$ cat src/rtl/pcs_tx_pkg.sv
`default_nettype none
// pcs_tx_pkg: shared PCS TX encodings (sync headers, injector modes, injector FSM states).
// Rev 1.0
package pcs_tx_pkg;

  localparam logic [1:0] MODE_OFF    = 2'b00;
  localparam logic [1:0] MODE_BURST  = 2'b01;
  localparam logic [1:0] MODE_SPREAD = 2'b10;
  localparam logic [1:0] MODE_RANDOM = 2'b11;

  localparam logic [3:0] IDLE   = 4'b0001;
  localparam logic [3:0] WAIT   = 4'b0010;
  localparam logic [3:0] INJECT = 4'b0100;
  localparam logic [3:0] HOLD   = 4'b1000;

  localparam logic [1:0] SH_DATA = 2'b01;
  localparam logic [1:0] SH_CTRL = 2'b10;

endpackage
`default_nettype wire

$ cat src/rtl/sh_inj_window_timer.sv
`default_nettype none
// sh_inj_window_timer: counts valid blocks 0..XUS_WINDOW-1 and flags the last block of each window.
// Rev 1.0
module sh_inj_window_timer
  import pcs_tx_pkg::*;
#(
  parameter int XUS_WINDOW = 4096
) (
  input  logic i_clock,
  input  logic i_reset,
  input  logic i_valid,
  output logic o_win_end
);

  localparam int NB_TIMER = (XUS_WINDOW > 1) ? $clog2(XUS_WINDOW) : 1;
  localparam logic [NB_TIMER-1:0] LAST = NB_TIMER'(XUS_WINDOW - 1);

  logic [NB_TIMER-1:0] timer_q;
  logic [NB_TIMER-1:0] timer_d;
  logic                at_last;

  assign at_last   = (timer_q == LAST);
  assign o_win_end = i_valid && at_last;

  always_comb begin
    timer_d = timer_q;
    if (i_valid) begin
      timer_d = at_last ? '0 : timer_q + NB_TIMER'(1);
    end
  end

  always_ff @(posedge i_clock) begin
    if (!i_reset) begin
      timer_q <= '0;
    end else begin
      timer_q <= timer_d;
    end
  end

endmodule
`default_nettype wire

$ cat src/rtl/sh_error_injector.sv
`default_nettype none
// sh_error_injector: corrupts 66b sync headers N times per window (burst/spread; random with SH_INJ_RANDOM_EN).
// Rev 1.0
module sh_error_injector
  import pcs_tx_pkg::*;
#(
  parameter int NB_DATA    = 64,
  parameter int NB_SH      = 2,
  parameter int XUS_WINDOW = 4096,
  parameter int NB_ERR_CNT = $clog2(XUS_WINDOW) + 1
) (
  input  logic                  i_clock,
  input  logic                  i_reset,
  input  logic                  i_valid,
  input  logic [NB_SH-1:0]      i_sh,
  input  logic [NB_DATA-1:0]    i_data,
  input  logic                  i_enable,
  input  logic [1:0]            i_mode,
  input  logic [NB_ERR_CNT-1:0] i_err_per_window,
  input  logic                  i_bad_sh_sel,
  output logic                  o_valid,
  output logic [NB_SH-1:0]      o_sh,
  output logic [NB_DATA-1:0]    o_data,
  output logic                  o_inject_active,
  output logic [31:0]           o_err_total
);

  localparam int NB_ACC = NB_ERR_CNT + 1;
  localparam logic [NB_ERR_CNT-1:0] N_MAX   = NB_ERR_CNT'(XUS_WINDOW);
  localparam logic [NB_ACC-1:0]     ACC_WIN = NB_ACC'(XUS_WINDOW);

  logic                  valid_q;
  logic [NB_SH-1:0]      sh_q;
  logic [NB_DATA-1:0]    data_q;
  logic [3:0]            state_q, state_d;
  logic [1:0]            mode_q, mode_d;
  logic [NB_ERR_CNT-1:0] n_q, n_d;
  logic                  sel_q, sel_d;
  logic [NB_ERR_CNT-1:0] win_cnt_q, win_cnt_d;
  logic [NB_ACC-1:0]     acc_q, acc_d;
  logic [31:0]           err_total_q, err_total_d;

  logic                  win_end;
  logic                  mode_ok;
  logic                  run;
  logic                  load;
  logic                  hit;
  logic                  corrupt;
  logic [NB_ERR_CNT-1:0] n_clamped;
  logic [NB_ACC-1:0]     acc_sum;

  sh_inj_window_timer #(
    .XUS_WINDOW (XUS_WINDOW)
  ) u_timer (
    .i_clock   (i_clock),
    .i_reset   (i_reset),
    .i_valid   (i_valid),
    .o_win_end (win_end)
  );

`ifdef SH_INJ_RANDOM_EN
  logic [15:0] lfsr_q;
  logic [15:0] lfsr_d;

  assign mode_ok = (i_mode != MODE_OFF);

  // x^16+x^14+x^13+x^11+1, shifting right; advances once per valid block
  always_comb begin
    lfsr_d = lfsr_q;
    if (i_valid) begin
      lfsr_d = {lfsr_q[0] ^ lfsr_q[2] ^ lfsr_q[3] ^ lfsr_q[5], lfsr_q[15:1]};
    end
  end

  always_ff @(posedge i_clock) begin
    if (!i_reset) begin
      lfsr_q <= 16'hACE1;
    end else begin
      lfsr_q <= lfsr_d;
    end
  end
`else
  assign mode_ok = (i_mode == MODE_BURST) || (i_mode == MODE_SPREAD);
`endif

  assign run       = i_enable && mode_ok;
  assign n_clamped = (i_err_per_window > N_MAX) ? N_MAX : i_err_per_window;
  assign acc_sum   = acc_q + {1'b0, n_q};

  always_comb begin
    hit = 1'b0;
    case (mode_q)
      MODE_BURST:  hit = 1'b1;
      MODE_SPREAD: hit = (acc_sum >= ACC_WIN);
`ifdef SH_INJ_RANDOM_EN
      MODE_RANDOM: hit = (lfsr_q[NB_ERR_CNT-1:0] < n_q);
`endif
      default:     hit = 1'b0;
    endcase
  end

  // The per-window cap applies to every mode, so at most N headers are hit per window.
  assign corrupt = i_valid && run && (state_q == INJECT) && hit && (win_cnt_q < n_q);

  always_comb begin
    state_d = state_q;
    load    = 1'b0;
    if (!run) begin
      state_d = IDLE;
    end else if (i_valid) begin
      case (state_q)
        IDLE: begin
          state_d = WAIT;
          load    = 1'b1;
        end
        WAIT, HOLD, INJECT: begin
          if (win_end) begin
            load    = 1'b1;
            state_d = (n_clamped != '0) ? INJECT : WAIT;
          end else if ((state_q == INJECT) && (win_cnt_d == n_q)) begin
            state_d = HOLD;
          end
        end
        default: state_d = IDLE;
      endcase
    end
  end

  always_comb begin
    mode_d = mode_q;
    n_d    = n_q;
    sel_d  = sel_q;
    if (load) begin
      mode_d = i_mode;
      n_d    = n_clamped;
      sel_d  = i_bad_sh_sel;
    end
  end

  always_comb begin
    win_cnt_d = win_cnt_q;
    if (win_end) begin
      win_cnt_d = '0;
    end else if (corrupt) begin
      win_cnt_d = win_cnt_q + NB_ERR_CNT'(1);
    end
  end

  // Bresenham accumulator: only meaningful while injecting, cleared on every window boundary.
  always_comb begin
    acc_d = acc_q;
    if (win_end) begin
      acc_d = '0;
    end else if (i_valid && run && (state_q == INJECT)) begin
      acc_d = (acc_sum >= ACC_WIN) ? acc_sum - ACC_WIN : acc_sum;
    end
  end

  always_comb begin
    err_total_d = err_total_q;
    if (corrupt && (err_total_q != 32'hFFFF_FFFF)) begin
      err_total_d = err_total_q + 32'd1;
    end
  end

  always_ff @(posedge i_clock) begin
    if (!i_reset) begin
      valid_q     <= 1'b0;
      sh_q        <= '0;
      data_q      <= '0;
      state_q     <= IDLE;
      mode_q      <= MODE_OFF;
      n_q         <= '0;
      sel_q       <= 1'b0;
      win_cnt_q   <= '0;
      acc_q       <= '0;
      err_total_q <= '0;
    end else begin
      valid_q     <= i_valid;
      sh_q        <= corrupt ? {NB_SH{sel_q}} : i_sh;
      data_q      <= i_data;
      state_q     <= state_d;
      mode_q      <= mode_d;
      n_q         <= n_d;
      sel_q       <= sel_d;
      win_cnt_q   <= win_cnt_d;
      acc_q       <= acc_d;
      err_total_q <= err_total_d;
    end
  end

  assign o_valid         = valid_q;
  assign o_sh            = sh_q;
  assign o_data          = data_q;
  assign o_inject_active = (state_q == INJECT) || (state_q == HOLD);
  assign o_err_total     = err_total_q;

endmodule
`default_nettype wire

$ cat config.mk
export PLATFORM = sky130hd
export DESIGN_NAME = sh_error_injector
export DESIGN_NICKNAME = d
export VERILOG_FILES = /design/src/rtl/pcs_tx_pkg.sv /design/src/rtl/sh_inj_window_timer.sv /design/src/rtl/sh_error_injector.sv
export SDC_FILE = /design/constraint.sdc
export NUM_CORES = 1
export LEC_CHECK = 0
export BUFFER_PORTS_ARGS = -buffer_cell sky130_fd_sc_hd__buf_2
export CAP_MARGIN = 40
export CELL_PAD_IN_SITES_DETAIL_PLACEMENT = 0
export CELL_PAD_IN_SITES_GLOBAL_PLACEMENT = 1
export CORE_MARGIN = 2
export CORE_UTILIZATION = 36
export CTS_BUF_LIST = sky130_fd_sc_hd__clkbuf_16
export CTS_CLUSTER_SIZE = 30
export DETAILED_ROUTE_END_ITERATION = 12
export PLACE_DENSITY = 0.76
export SYNTH_ARGS = -nofsm -noshare
export SYNTH_HDL_FRONTEND = slang
export SYNTH_HIERARCHICAL = 1
export SYNTH_SLANG_ARGS = --single-unit
$ cat constraint.sdc
create_clock -name i_clock -period 4.9 [get_ports i_clock]
set_input_delay 0.49 -clock i_clock [delete_from_list [all_inputs] [get_ports i_clock]]
set_output_delay 0.49 -clock i_clock [all_outputs]
set_load 0.1 [all_outputs]
=== Word-level counts from Yosys, hierarchy flattened ===
Cells that the tools add are included.

* Flip-flop bits (word level): 158
* Output and inout bits: 100
* Logic and storage cells: 62

* $add $sub $neg: 5
* $lt $le $gt $ge: 3
* Equality and inequality tests: 12
* Mux-type cells: 15
* Bitwise operators: 1
* Reduce and logical (&&, ||, !) cells: 15

{| class="wikitable"
|+ Operators by type and width
! cell !! count
|-
| $mux 13 || 3
|-
| $add 32x1->32 const B || 1
|-
| $ne 32x32->1 const B || 1
|-
| $add 14x13->14 || 1
|-
| $ge 14x13->1 const B || 1
|-
| $mux 14 || 1
|-
| $sub 14x13->14 const B || 1
|-
| $add 13x1->13 const B || 1
|-
| $eq 13x13->1 || 1
|-
| $gt 13x13->1 const B || 1
|-
| $lt 13x13->1 || 1
|-
| $reduce_bool 13->1 || 1
|-
| $add 12x1->12 const B || 1
|-
| $eq 12x12->1 const B || 1
|-
| $mux 12 || 1
|-
| $logic_and 1x1->1 || 8
|-
| $mux 4 || 2
|-
| $pmux 4 s2 || 1
|-
| $eq 2x1->1 const B || 2
|-
| $eq 2x2->1 const B || 2
|-
| $eq 4x1->1 const B || 1
|-
| $eq 4x2->1 const B || 1
|-
| $eq 4x3->1 const B || 1
|-
| $eq 4x4->1 const B || 1
|-
| other kinds (10) || 15
|}

=== Longest topological paths before layout ===
Gate-level depths: netlist of the first run.

* Depth after elaboration: 14
* Depth in mapped cells: 23
* Depth with buffers taken out: 22

=== Hierarchy ===
Netlist of the first run, hierarchy kept.

{| class="wikitable"
|+ Modules (own cells, without submodules)
! module !! times used !! cells an instance !! area each (um^2) !! sequential area each (um^2)
|-
| sh_error_injector || 1 || 812 || 7,254.5 || 2,922.8
|-
| sh_inj_window_timer || 1 || 65 || 580.6 || 240.2
|}

=== Worst setup path before layout of the first run ===
OpenSTA, ideal clock, no wires.

* Kind: flip-flop to flip-flop
* From: register n_q[0]
* To: register state_q[0]
* Arrival: 4,608 ps
* Required time: 4,762 ps
* Path slack: 153 ps
* Stages on the path, launching flop included: 23
* Path buffers: 1
* Path through: dfxtp_1 ha_1 inv_1 fa_1 nand2b_2 a211oi_4 o21ai_0 nor2b_1 o21bai_1 a21oi_1 xnor2_1 ha_1 and4b_1 o21ai_0 a2111oi_4 nand4b_4 o31a_4 buf_6 nor3b_1 o31ai_2 o2111ai_2 a41oi_2 o221ai_1

* Word-level cells in the longest chain between the ends: 11
* Elaborated cells on any way between the ends: 12

{| class="wikitable"
|+ RTL lines
! item !! line !! text
|-
| start, declared || sh_error_injector.sv:37 || <nowiki>logic [NB_ERR_CNT-1:0] n_q, n_d;</nowiki>
|-
| start signal, assigned || sh_error_injector.sv:184 || <nowiki>n_q <= n_d;</nowiki>
|-
| $add 14x13->14 || sh_error_injector.sv:88 || <nowiki>assign acc_sum = acc_q + {1'b0, n_q};</nowiki>
|-
| $ge 14x13->1 || sh_error_injector.sv:94 || <nowiki>MODE_SPREAD: hit = (acc_sum >= ACC_WIN);</nowiki>
|-
| $pmux 1 s2 || sh_error_injector.sv:92 || <nowiki>case (mode_q)</nowiki>
|-
| $logic_and 1x1->1 (2 in a row) || sh_error_injector.sv:103 || <nowiki>assign corrupt = i_valid && run && (state_q == INJECT) && hit && (win_cnt_q < n_q);</nowiki>
|-
| $mux 13 || sh_error_injector.sv:144 || <nowiki>end else if (corrupt) begin</nowiki>
|-
| $mux 13 || sh_error_injector.sv:142 || <nowiki>if (win_end) begin</nowiki>
|-
| $eq 13x13->1 * || sh_error_injector.sv:120 || <nowiki>end else if ((state_q == INJECT) && (win_cnt_d == n_q)) begin</nowiki>
|-
| $logic_and 1x1->1 * || sh_error_injector.sv:120 ||
|-
| $ne 3x2->1 (no line) * || n/a ||
|-
| $reduce_and 2->1 (no line) * || n/a ||
|-
| end signal, assigned || sh_error_injector.sv:182 || <nowiki>state_q <= state_d;</nowiki>
|-
| end, declared || sh_error_injector.sv:35 || <nowiki>logic [3:0] state_q, state_d;</nowiki>
|}

Mark *: on every way between the ends. The rest lies on a longest branch, timed or not.
A chain may end at the register's enable or synchronous reset.

=== Final worst setup path of the first run ===
* From: register acc_q[2]
* To: register state_q[0]

* Word-level cells in the longest chain between the ends: 11

{| class="wikitable"
|+ RTL lines
! item !! line !! text
|-
| start, declared || sh_error_injector.sv:40 || <nowiki>logic [NB_ACC-1:0] acc_q, acc_d;</nowiki>
|-
| start signal, assigned || sh_error_injector.sv:176 || <nowiki>acc_q <= '0;</nowiki>
|-
| start signal, assigned || sh_error_injector.sv:187 || <nowiki>acc_q <= acc_d;</nowiki>
|-
| $add 14x13->14 || sh_error_injector.sv:88 ||
|-
| $ge 14x13->1 || sh_error_injector.sv:94 ||
|-
| $pmux 1 s2 || sh_error_injector.sv:92 ||
|-
| $logic_and 1x1->1 (2 in a row) || sh_error_injector.sv:103 ||
|-
| $mux 13 || sh_error_injector.sv:144 ||
|-
| $mux 13 || sh_error_injector.sv:142 ||
|-
| $eq 13x13->1 || sh_error_injector.sv:120 ||
|-
| $logic_and 1x1->1 || sh_error_injector.sv:120 ||
|-
| $ne 3x2->1 (no line) || n/a ||
|-
| $reduce_and 2->1 (no line) || n/a ||
|}

Every way passes these cells.

==> run summary, run 1 <==
status: completed
DR vias: 6,868
RSZ-0062 raised after global routing: yes
Setup Skew: 0.0146 ns
non-filler cells, final: 1,379
die height: 152 um
multi-input gate area in the final layout: 4620 um2
Final ANT Viol Nets: 0
Slew Limit Fails: 0
pin count of the biggest net entering global routing: 101
Worst-Margin Slew: 0.804 ns
worst hold path type: input port to register
Seq/Total Area, Yosys: 40.4%
CTS buffer count: 17
Clock Latency Late Sink: 0.43 ns
ant diodes: 0
CTS clk-pin slew, worst paths: 0.07 ns
fill count: 2,051
Pwr Total: 3.08 mW
Post-Synthesis Cells: 877
layout cells sized above 1: 28.4%
Ys Warns: 6
Peak supply drop: 0.000239 V
initial antenna violation count: 0
total grt overflow: 0
leak pwr: 4.21 nW
register area: 3170 um2
Core Area: 21,200 um2
final net count: 1,210
most common cell after layout, fill and taps aside: buf_2
die area: 23,000 um2
clk sink count: 158
Die X: 152 um
Routed WL per cell: 15.5 um
hold_buf cts: 0
Avg Cell Area, Syn: 8.93 um2
Final min period: 4.78 ns
placed insts: 1,335
Final HPWL DP: 15,600 um
Placement Cell Area: 9220 um2
TritonCTS clock tree: done
Synth-to-Final Area Change: 29.4%
fmax: 209 MHz
final instance area: 10,100 um2
final hold vios: 0
CP required: 5.19 ns
Worst Hold Path Cells: 2
Crit Path Category: register to register
final cell utilization of the core: 47.8%
R2R depth: 19
most frequent cells in the layout: buf_2 (185), dfxtp_1 (154), and2_1 (92)
hold slack: 0.259 ns
Starting Density: 36.9%
# setup viols final: 0
Final period util: 97.5%
Primary FF master, synth: dfxtp_1
CTS Buffer Depth: 2
CP Capture Type: register
Root Buffer: clkbuf_16
DRC: 0
Worst Setup Start Kind: register
#FFs+latches synth: 158
syn_nets: 996
vias in the first global route: 6,366
Slew HR: 46.4%
vias per inst: 4.98
ys async rst share: 0%
FP Rows: 53
Worst Path Max Fanout: 5
GP Congestion: 0.859
port bufs: 185
final wirelength: 21,300 um
first-pass GRT wire length: 33,000 um
Netlist cell types: 79
number of flops mapped to enable cells by yosys: 0
CP Data Arrival Time: 5.07 ns
H-tree depth: 4
mapped cell area: 7840 um2
GR Util All Layers: 18.3%
Pre-Repair DR Iteration Count: 5
Pwr Density: 304 nW/um2
Max Cap Viol: 0
I/O pin count: 186
initial drt markers: 356
-- power breakdown --
group | switching [mW] | leakage, nW | internal, mW
Clock | 0.638 | 0.290 | 0.694
Sequential | 0.0147 | 1.29 | 1.32
Combinational | 0.315 | 2.63 | 0.0995
-- cells in the mapped netlist (4+ instances only) --
| cell type | count | area, um2 |
|---|---|---|
| o31ai_1 | 4 | 30.0 |
| nand2_1 | 68 | 255 |
| and4_1 | 4 | 35.0 |
| nand4_1 | 14 | 87.6 |
| nor4_1 | 9 | 56.3 |
| or4_1 | 6 | 45.0 |
| nand3_1 | 32 | 160 |
| a21boi_0 | 24 | 180 |
| and3_1 | 8 | 50.1 |
| and2_1 | 92 | 576 |
| nor2b_1 | 15 | 93.8 |
| ha_1 | 32 | 400 |
| a21oi_1 | 44 | 220 |
| a21o_1 | 4 | 30.0 |
| xnor2_1 | 30 | 263 |
| o22ai_1 | 4 | 25.0 |
| inv_1 | 38 | 143 |
| nand2b_1 | 14 | 87.6 |
| nor3_1 | 17 | 85.1 |
| o21ai_0 | 33 | 165 |
| nor2_1 | 51 | 191 |
| nand3b_1 | 14 | 105 |
| or3_1 | 20 | 125 |
| o21a_1 | 4 | 30.0 |
| o211ai_1 | 7 | 52.6 |
| xor2_1 | 19 | 166 |
| mux2i_1 | 13 | 130 |
| clkbuf_1 | 29 | 109 |
| dfxtp_1 | 158 | 3160 |
-- path summary, 6_finish.rpt --
kind,from,to,slack [ns]
setup reg to reg,acc_q[2],state_q[0],0.12
hold / removal,i_data[10],o_data[10],0.26
hold reg to reg,acc_q[12],acc_q[12],0.46
setup / recovery,acc_q[2],state_q[0],0.12
-- cell families (layout without fill, tap and decap cells) --
logic type	after synthesis	after routing	share of synthesized area [%]
AO/OA/AOI/OAI	165	166	15.1
multiplexers	14	14	1.80
XOR/XNOR	50	50	5.76
adder cells (fa/ha/maj)	33	33	5.37
AND/OR/NAND/NOR	383	384	27.9
buffers and inverters	74	299	3.69
flip-flops	158	158	40.4
-- per-stage QoR --
stage               TNS, ns  setup slack [ns]
floorplan                 0             0.153
global placement          0            0.0836
detailed placement  -0.0841           -0.0288
CTS                       0            0.0545
global route         -0.767            -0.127
finish                    0             0.122
-- area by class of cell --
type,instances,share of cell area (%)
inverter,39,1.44
tap,275,3.39
clock buffer,17,4.20
clock inverter,15,1.86
timing repair buffer,228,12.3
multi-input combinational,647,45.5
sequential,158,31.2
-- registers in the layout, indices dropped and copies added, names as in the netlist --
register         count
o_sh                 2
sel_q                1
u_timer/timer_q     12
state_q              4
win_cnt_q           13
o_data              64
mode_q               2
o_valid              1
acc_q               14
o_err_total         32
n_q                 13
-- layer usage --
| layer | up-vias | GRT usage, % | routed length [um] |
|---|---|---|---|
| met5 | - | 0 | 0 |
| met3 | 29 | 4.82 | 1260 |
| li1 | 3493 | - | - |
| met2 | 211 | 29.2 | 10000 |
| met1 | 3135 | 24.2 | 9600 |
| met4 | 0 | 5.88 | 422 |
-- critical path, stage by stage (launching register included) --
cell and delay [ns]:
dfxtp_2 0.33, ha_4 0.24, o211ai_1 0.27, o21ai_2 0.13, a2111o_1 0.45, a31o_2 0.22
a21oi_2 0.13, xor2_1 0.21, ha_2 0.20, and4b_1 0.21, o21ai_2 0.08, a2111oi_4 0.28
buf_4 0.20, nand4b_4 0.16, o31a_4 0.43, or3_4 0.35, nand4_1 0.14, o2111ai_4 0.16
a41oi_4 0.30, o221ai_1 0.15
-- timing repair --
item	4_1_cts	5_1_grt
pin swaps	3	26
setup endpoints to repair	4	23
resized for setup	0	35
cloned	0	2
setup buffers	2	8
No activity file was read; power rests on OpenSTA's default activity.
==> run 2, diff against run 1 <==
--- a/config.mk
+++ b/config.mk
@@ -14,7 +14,7 @@
 export CTS_BUF_LIST = sky130_fd_sc_hd__clkbuf_16
 export CTS_CLUSTER_SIZE = 30
 export DETAILED_ROUTE_END_ITERATION = 12
-export PLACE_DENSITY = 0.76
+export PLACE_DENSITY = 0.85
 export SYNTH_ARGS = -nofsm -noshare
 export SYNTH_HDL_FRONTEND = slang
 export SYNTH_HIERARCHICAL = 1
==> run 2 against run 1 <==
Compared with the run above: worst hold slack worse by 0.0052 ns; highest routed layer unchanged; sequential power hardly changed; design area is 1.4% lower; critical endpoint unchanged.
==> run summary, run 2 (synthesized netlist as in run 1, its figures left out) <==
I/O pin count: 186
first-pass GRT wire length: 31,600 um
final net count: 1,202
Die X: 152 um
flop2flop setup slack: 0.23 ns
fmax: 214 MHz
Core Area: 21,200 um2
die height: 152 um
Clock Latency Late Sink: 0.43 ns
leak pwr: 4.21 nW
Synth-to-Final Area Change: 27.6%
ant diodes: 0
most common cell after layout, fill and taps aside: buf_2
hold slack: 0.254 ns
R2R depth: 18
layout cells sized above 1: 27.5%
Pwr Density: 311 nW/um2
CTS buffer count: 17
Pwr Total: 3.11 mW
FF-to-FF End: state_q[0]
fill count: 2,043
Setup Skew: 0.00814 ns
GP Congestion: 0.868
initial drt markers: 419
final wirelength: 20,100 um
Root Buffer: clkbuf_16
pin count of the biggest net entering global routing: 81
crit-path cells: ha_1 -> and2_1 -> and3_1 -> a2111o_1 -> a31o_2 -> a21oi_2 -> xor2_1 -> ha_2 -> and4b_1 -> o21ai_2 -> a2111oi_4 -> nand4b_4 -> o31a_4 -> or3_4 -> a211o_1 -> o2111ai_2 -> a41oi_2 -> o221ai_1
initial antenna violation count: 0
Pre-Repair DR Iteration Count: 5
TritonCTS clock tree: done
Final ANT Viol Nets: 0
Worst path max stage delay: 0.44 ns
setup TNS: 0 ns
Crit Path Category: register to register
GR Util All Layers: 17.4%
Comb power frac: 13.2%
CTS clk-pin slew, worst paths: 0.08 ns
DRC: 0
worst setup path startpoint: n_q[7]
final hold vios: 0
vias per inst: 5.03
CP Data Arrival Time: 5.01 ns
Slew HR: 52.4%
Clk pwr share: 43.8%
Worst-Margin Slew: 0.714 ns
Slew Limit Fails: 0
Seq pwr share: 43.0%
Starting Density: 36.9%
Net Switching: 979 uW
clk sink count: 158
CTS Buffer Depth: 2
CP Capture Type: register
FP Rows: 53
Worst Setup Start Kind: register
Worst Path Max Fanout: 7
die area: 23,000 um2
slowest library cell on the worst path: a2111o_1
Worst Hold Path Cells: 2
Final min period: 4.67 ns
status: completed
sw frac: 31.5%
Final HPWL DP: 14,900 um
sink of the worst hold path: o_data[47]
port bufs: 185
max reg flops: 64
DR vias: 6,894
CP required: 5.25 ns
Routed WL per cell: 14.7 um
Peak supply drop: 0.000374 V
most frequent cells in the layout: buf_2 (186), dfxtp_1 (155), and2_1 (92)
# setup viols final: 0
internal power: 2.13 mW
H-tree depth: 4
Max Cap Viol: 0
total grt overflow: 0
vias in the first global route: 6,341
worst hold path type: input port to register
launch point of the worst hold path: i_data[47]
Final period util: 95.3%
origin of the critical flop-to-flop path: n_q[7]
-- run 2: changes by cell type in the layout (fill, tap and decap cells not counted), sizes merged --
cell      previous run  this run
clkinvlp             2         0
inv                 44        46
nand4b               2         1
o31a                 4         3
buf                228       222
-- run 2: worst max-delay path by stage --
stage            endpoint  cells past startpoint  slack, ns
3_5_place_dp   state_q[2]                     19      -0.03
4_1_cts        state_q[0]                     18       0.03
2_1_floorplan  state_q[0]                     22       0.15
3_3_place_gp   state_q[1]                     19       0.07
6_report       state_q[0]                     18       0.23
5_1_grt        state_q[2]                     19      -0.06
-- run 2: power groups by stage --
stage | sequential (mW) | clock [mW] | combinational, mW
finish | 1.33 | 1.36 | 0.411
global route | 1.34 | 1.45 | 0.433
CTS | 1.33 | 1.39 | 0.411
detailed placement | 1.36 | 0 | 0.410
global placement | 1.36 | 0 | 0.403
floorplan | 1.58 | 0 | 0.0936
-- run 2: timing repair --
item	CTS	global route
hold buffers	0	0
pin swaps	2	15
setup endpoints to repair	3	27
buffers inserted	0	9
gates resized for setup	0	21
-- run 2: metrics by stage --
| stage | std cells | cell area, um2 | worst slack [ns] | utilization (%) |
|---|---|---|---|---|
| 3_3_place_gp | 1327 | 9160 | 0.0720 | 43.1 |
| 4_1_cts | 1362 | 9850 | 0.0264 | 46.4 |
| 3_5_place_dp | 1330 | 9220 | -0.0324 | 43.4 |
| 2_1_floorplan | 877 | 7840 | 0.153 | - |
| 5_1_grt | 1371 | 10000 | -0.0590 | 47.1 |
| 6_report | 1371 | 10000 | 0.232 | 47.1 |
-- run 2: layout make-up --
class / count / area (um2) / area share (%)
multi-input combinational: 645 / 4470 / 44.7
inverter: 39 / 146 / 1.46
timing repair buffer: 222 / 1240 / 12.4
tap: 275 / 344 / 3.44
clock buffer: 17 / 425 / 4.25
clock inverter: 15 / 206 / 2.06
sequential: 158 / 3170 / 31.7
-- run 2: worst max-delay path: cells and delay by family, from the launching register on --
family | cells | cell delay [ns]
fa+ha+maj | 2 | 0.50
compound gates | 10 | 2.44
simple gates | 5 | 1.12
xor+xnor | 1 | 0.21
flops | 1 | 0.31
-- run 2: metal layers --
| layer | wire [um] | track usage, % | up-vias |
|---|---|---|---|
| met4 | 446 | 5.88 | 0 |
| li1 | - | - | 3466 |
| met2 | 9590 | 28.6 | 198 |
| met3 | 1270 | 4.79 | 24 |
| met1 | 8830 | 22.0 | 3206 |
| met5 | 0 | 0 | - |
==> run 3, diff against run 2 <==
--- a/config.mk
+++ b/config.mk
@@ -5,7 +5,7 @@
 export SDC_FILE = /design/constraint.sdc
 export NUM_CORES = 1
 export LEC_CHECK = 0
-export BUFFER_PORTS_ARGS = -buffer_cell sky130_fd_sc_hd__buf_2
+export BUFFER_PORTS_ARGS = -buffer_cell sky130_fd_sc_hd__buf_4
 export CAP_MARGIN = 40
 export CELL_PAD_IN_SITES_DETAIL_PLACEMENT = 0
 export CELL_PAD_IN_SITES_GLOBAL_PLACEMENT = 1
==> run 3 against run 2 <==
Compared with the run above: power increased by 0.24%; critical path depth increased by 2; clock power down 3%; worst hold slack gained 0.0038 ns; count of clock-buffer cells in the layout unchanged; first-iteration DRC count is 11% lower; sequential share of layout area fell by 1.6 points; via count decreased by 0.46%; sequential power about the same; clock skew increased by 0.0050 ns; die area stayed put; maximum frequency shrank 4.2%.
==> run summary, run 3 (synthesized netlist as in run 1, its figures left out) <==
status: completed
clk sink count: 158
Worst Setup Start Kind: register
Crit Path Category: register to register
non-filler cells, final: 1,374
most frequent cells in the layout: buf_4 (222), dfxtp_1 (153), and2_1 (92)
GR Util All Layers: 18.1%
ant diodes: 0
die height: 152 um
setup ws final: 0.0282 ns
Worst Path Max Fanout: 5
Slew HR: 54.3%
CP required: 5.25 ns
DRC: 0
Root Buffer: clkbuf_16
DR vias: 6,862
placed insts: 1,333
pin count of the biggest net entering global routing: 64
Max Cap Viol: 0
Peak supply drop: 0.000261 V
hold_buf cts: 0
GP Congestion: 0.873
die area: 23,000 um2
Worst path max stage delay: 0.43 ns
crit-path cells: ha_4 -> o211ai_1 -> o21ai_2 -> a2111o_1 -> a31o_2 -> a21oi_2 -> xor2_1 -> ha_2 -> and4b_1 -> o21ai_2 -> a2111oi_4 -> buf_4 -> nand4b_4 -> o32a_1 -> xor2_1 -> buf_4 -> o2111ai_1 -> nand3_2 -> a41oi_4 -> mux2i_1
Final HPWL DP: 15,800 um
final hold vios: 0
Routed WL per cell: 15.4 um
initial drt markers: 371
vias in the first global route: 6,506
max reg flops: 64
most common cell after layout, fill and taps aside: buf_4
Setup Skew: 0.0131 ns
fmax: 205 MHz
Synth-to-Final Area Change: 34.7%
final cell utilization of the core: 49.7%
CTS clk-pin slew, worst paths: 0.07 ns
total grt overflow: 0
Core Area: 21,200 um2
leak pwr: 4.28 nW
Die X: 152 um
CTS buffer count: 17
Clock Latency Late Sink: 0.43 ns
port bufs: 185
multi-input gate area in the final layout: 4580 um2
Final period util: 99.4%
CP Capture Type: register
Pwr Density: 295 nW/um2
H-tree depth: 4
Starting Density: 36.9%
worst hold path type: input port to register
final instance area: 10,600 um2
vias per inst: 4.99
Final ANT Viol Nets: 0
first-pass GRT wire length: 32,700 um
slowest library cell on the worst path: a2111o_1
CP Data Arrival Time: 5.22 ns
layout cells sized above 1: 28.3%
# setup viols final: 0
Pre-Repair DR Iteration Count: 4
final net count: 1,205
Worst-Margin Slew: 0.686 ns
pre-CTS worst setup slack: -0.00846 ns
TritonCTS clock tree: done
register area: 3170 um2
Slew Limit Fails: 0
I/O pin count: 186
Final min period: 4.87 ns
Pwr Total: 3.11 mW
fill count: 2,005
final wirelength: 21,200 um
CTS Buffer Depth: 2
Placement Cell Area: 9680 um2
initial antenna violation count: 0
FP Rows: 53
==> run 3: cell count changes in the layout (fill, tap and decap cells not counted), sizes merged <==
cell and change:
inv -1, buf +1, nand4b +1, clkinvlp +1, o31a +1
==> run 3: path summary, 6_finish.rpt <==
path,startpoint,endpoint,slack [ns],cells after the start
max,acc_q[2],state_q[1],0.03,20
min,i_data[23],o_data[23],0.26,2
max reg2reg,acc_q[2],state_q[1],0.03,20
min reg2reg,acc_q[12],acc_q[12],0.47,2
==> run 3: layer usage <==
metal / up-vias / part of all wire, % / GRT usage, %
met2: 166 / 49 / 30.3
met4: 0 / 1.3 / 5.37
met5: - / 0 / 0
li1: 3486 / - / -
met1: 3193 / 44 / 22.9
met3: 17 / 5.8 / 5.06
==> run 3: power breakdown <==
group,internal (mW),total (mW),switching [mW]
combinational,0.136,0.452,0.316
sequential,1.32,1.34,0.0162
clock,0.694,1.32,0.630
==> run 3: cell type report <==
type                            instances  area share, %
Multi-Input combinational cell        647           43.4
Clock inverter                         15           1.78
Clock buffer                           17           4.03
Inverter                               39           1.39
Sequential cell                       158           30.0
Tap cell                              275           3.26
Timing Repair Buffer                  223           16.1
==> run 3: critical path, delay by kind of cell (launching register included) <==
family / cells / cell delay, ns
flops: 1 / 0.34
buf+inv: 2 / 0.35
compound gates: 10 / 2.48
fa+ha+maj: 2 / 0.47
mux: 1 / 0.21
simple gates: 3 / 0.53
xor+xnor: 2 / 0.41
==> run 3: repair_timing <==
action	CTS	global route
gates resized for setup	0	35
cloned	0	2
buffers inserted	2	5
setup endpoints to repair	3	25
pin swaps	3	24
==> run 3: stage by stage <==
stage               hold WS [ns]  setup TNS, ns
global placement           0.446              0
CTS                        0.245              0
detailed placement         0.454        -0.0201
global route               0.245          -1.52
finish                     0.258              0
floorplan                  0.436              0
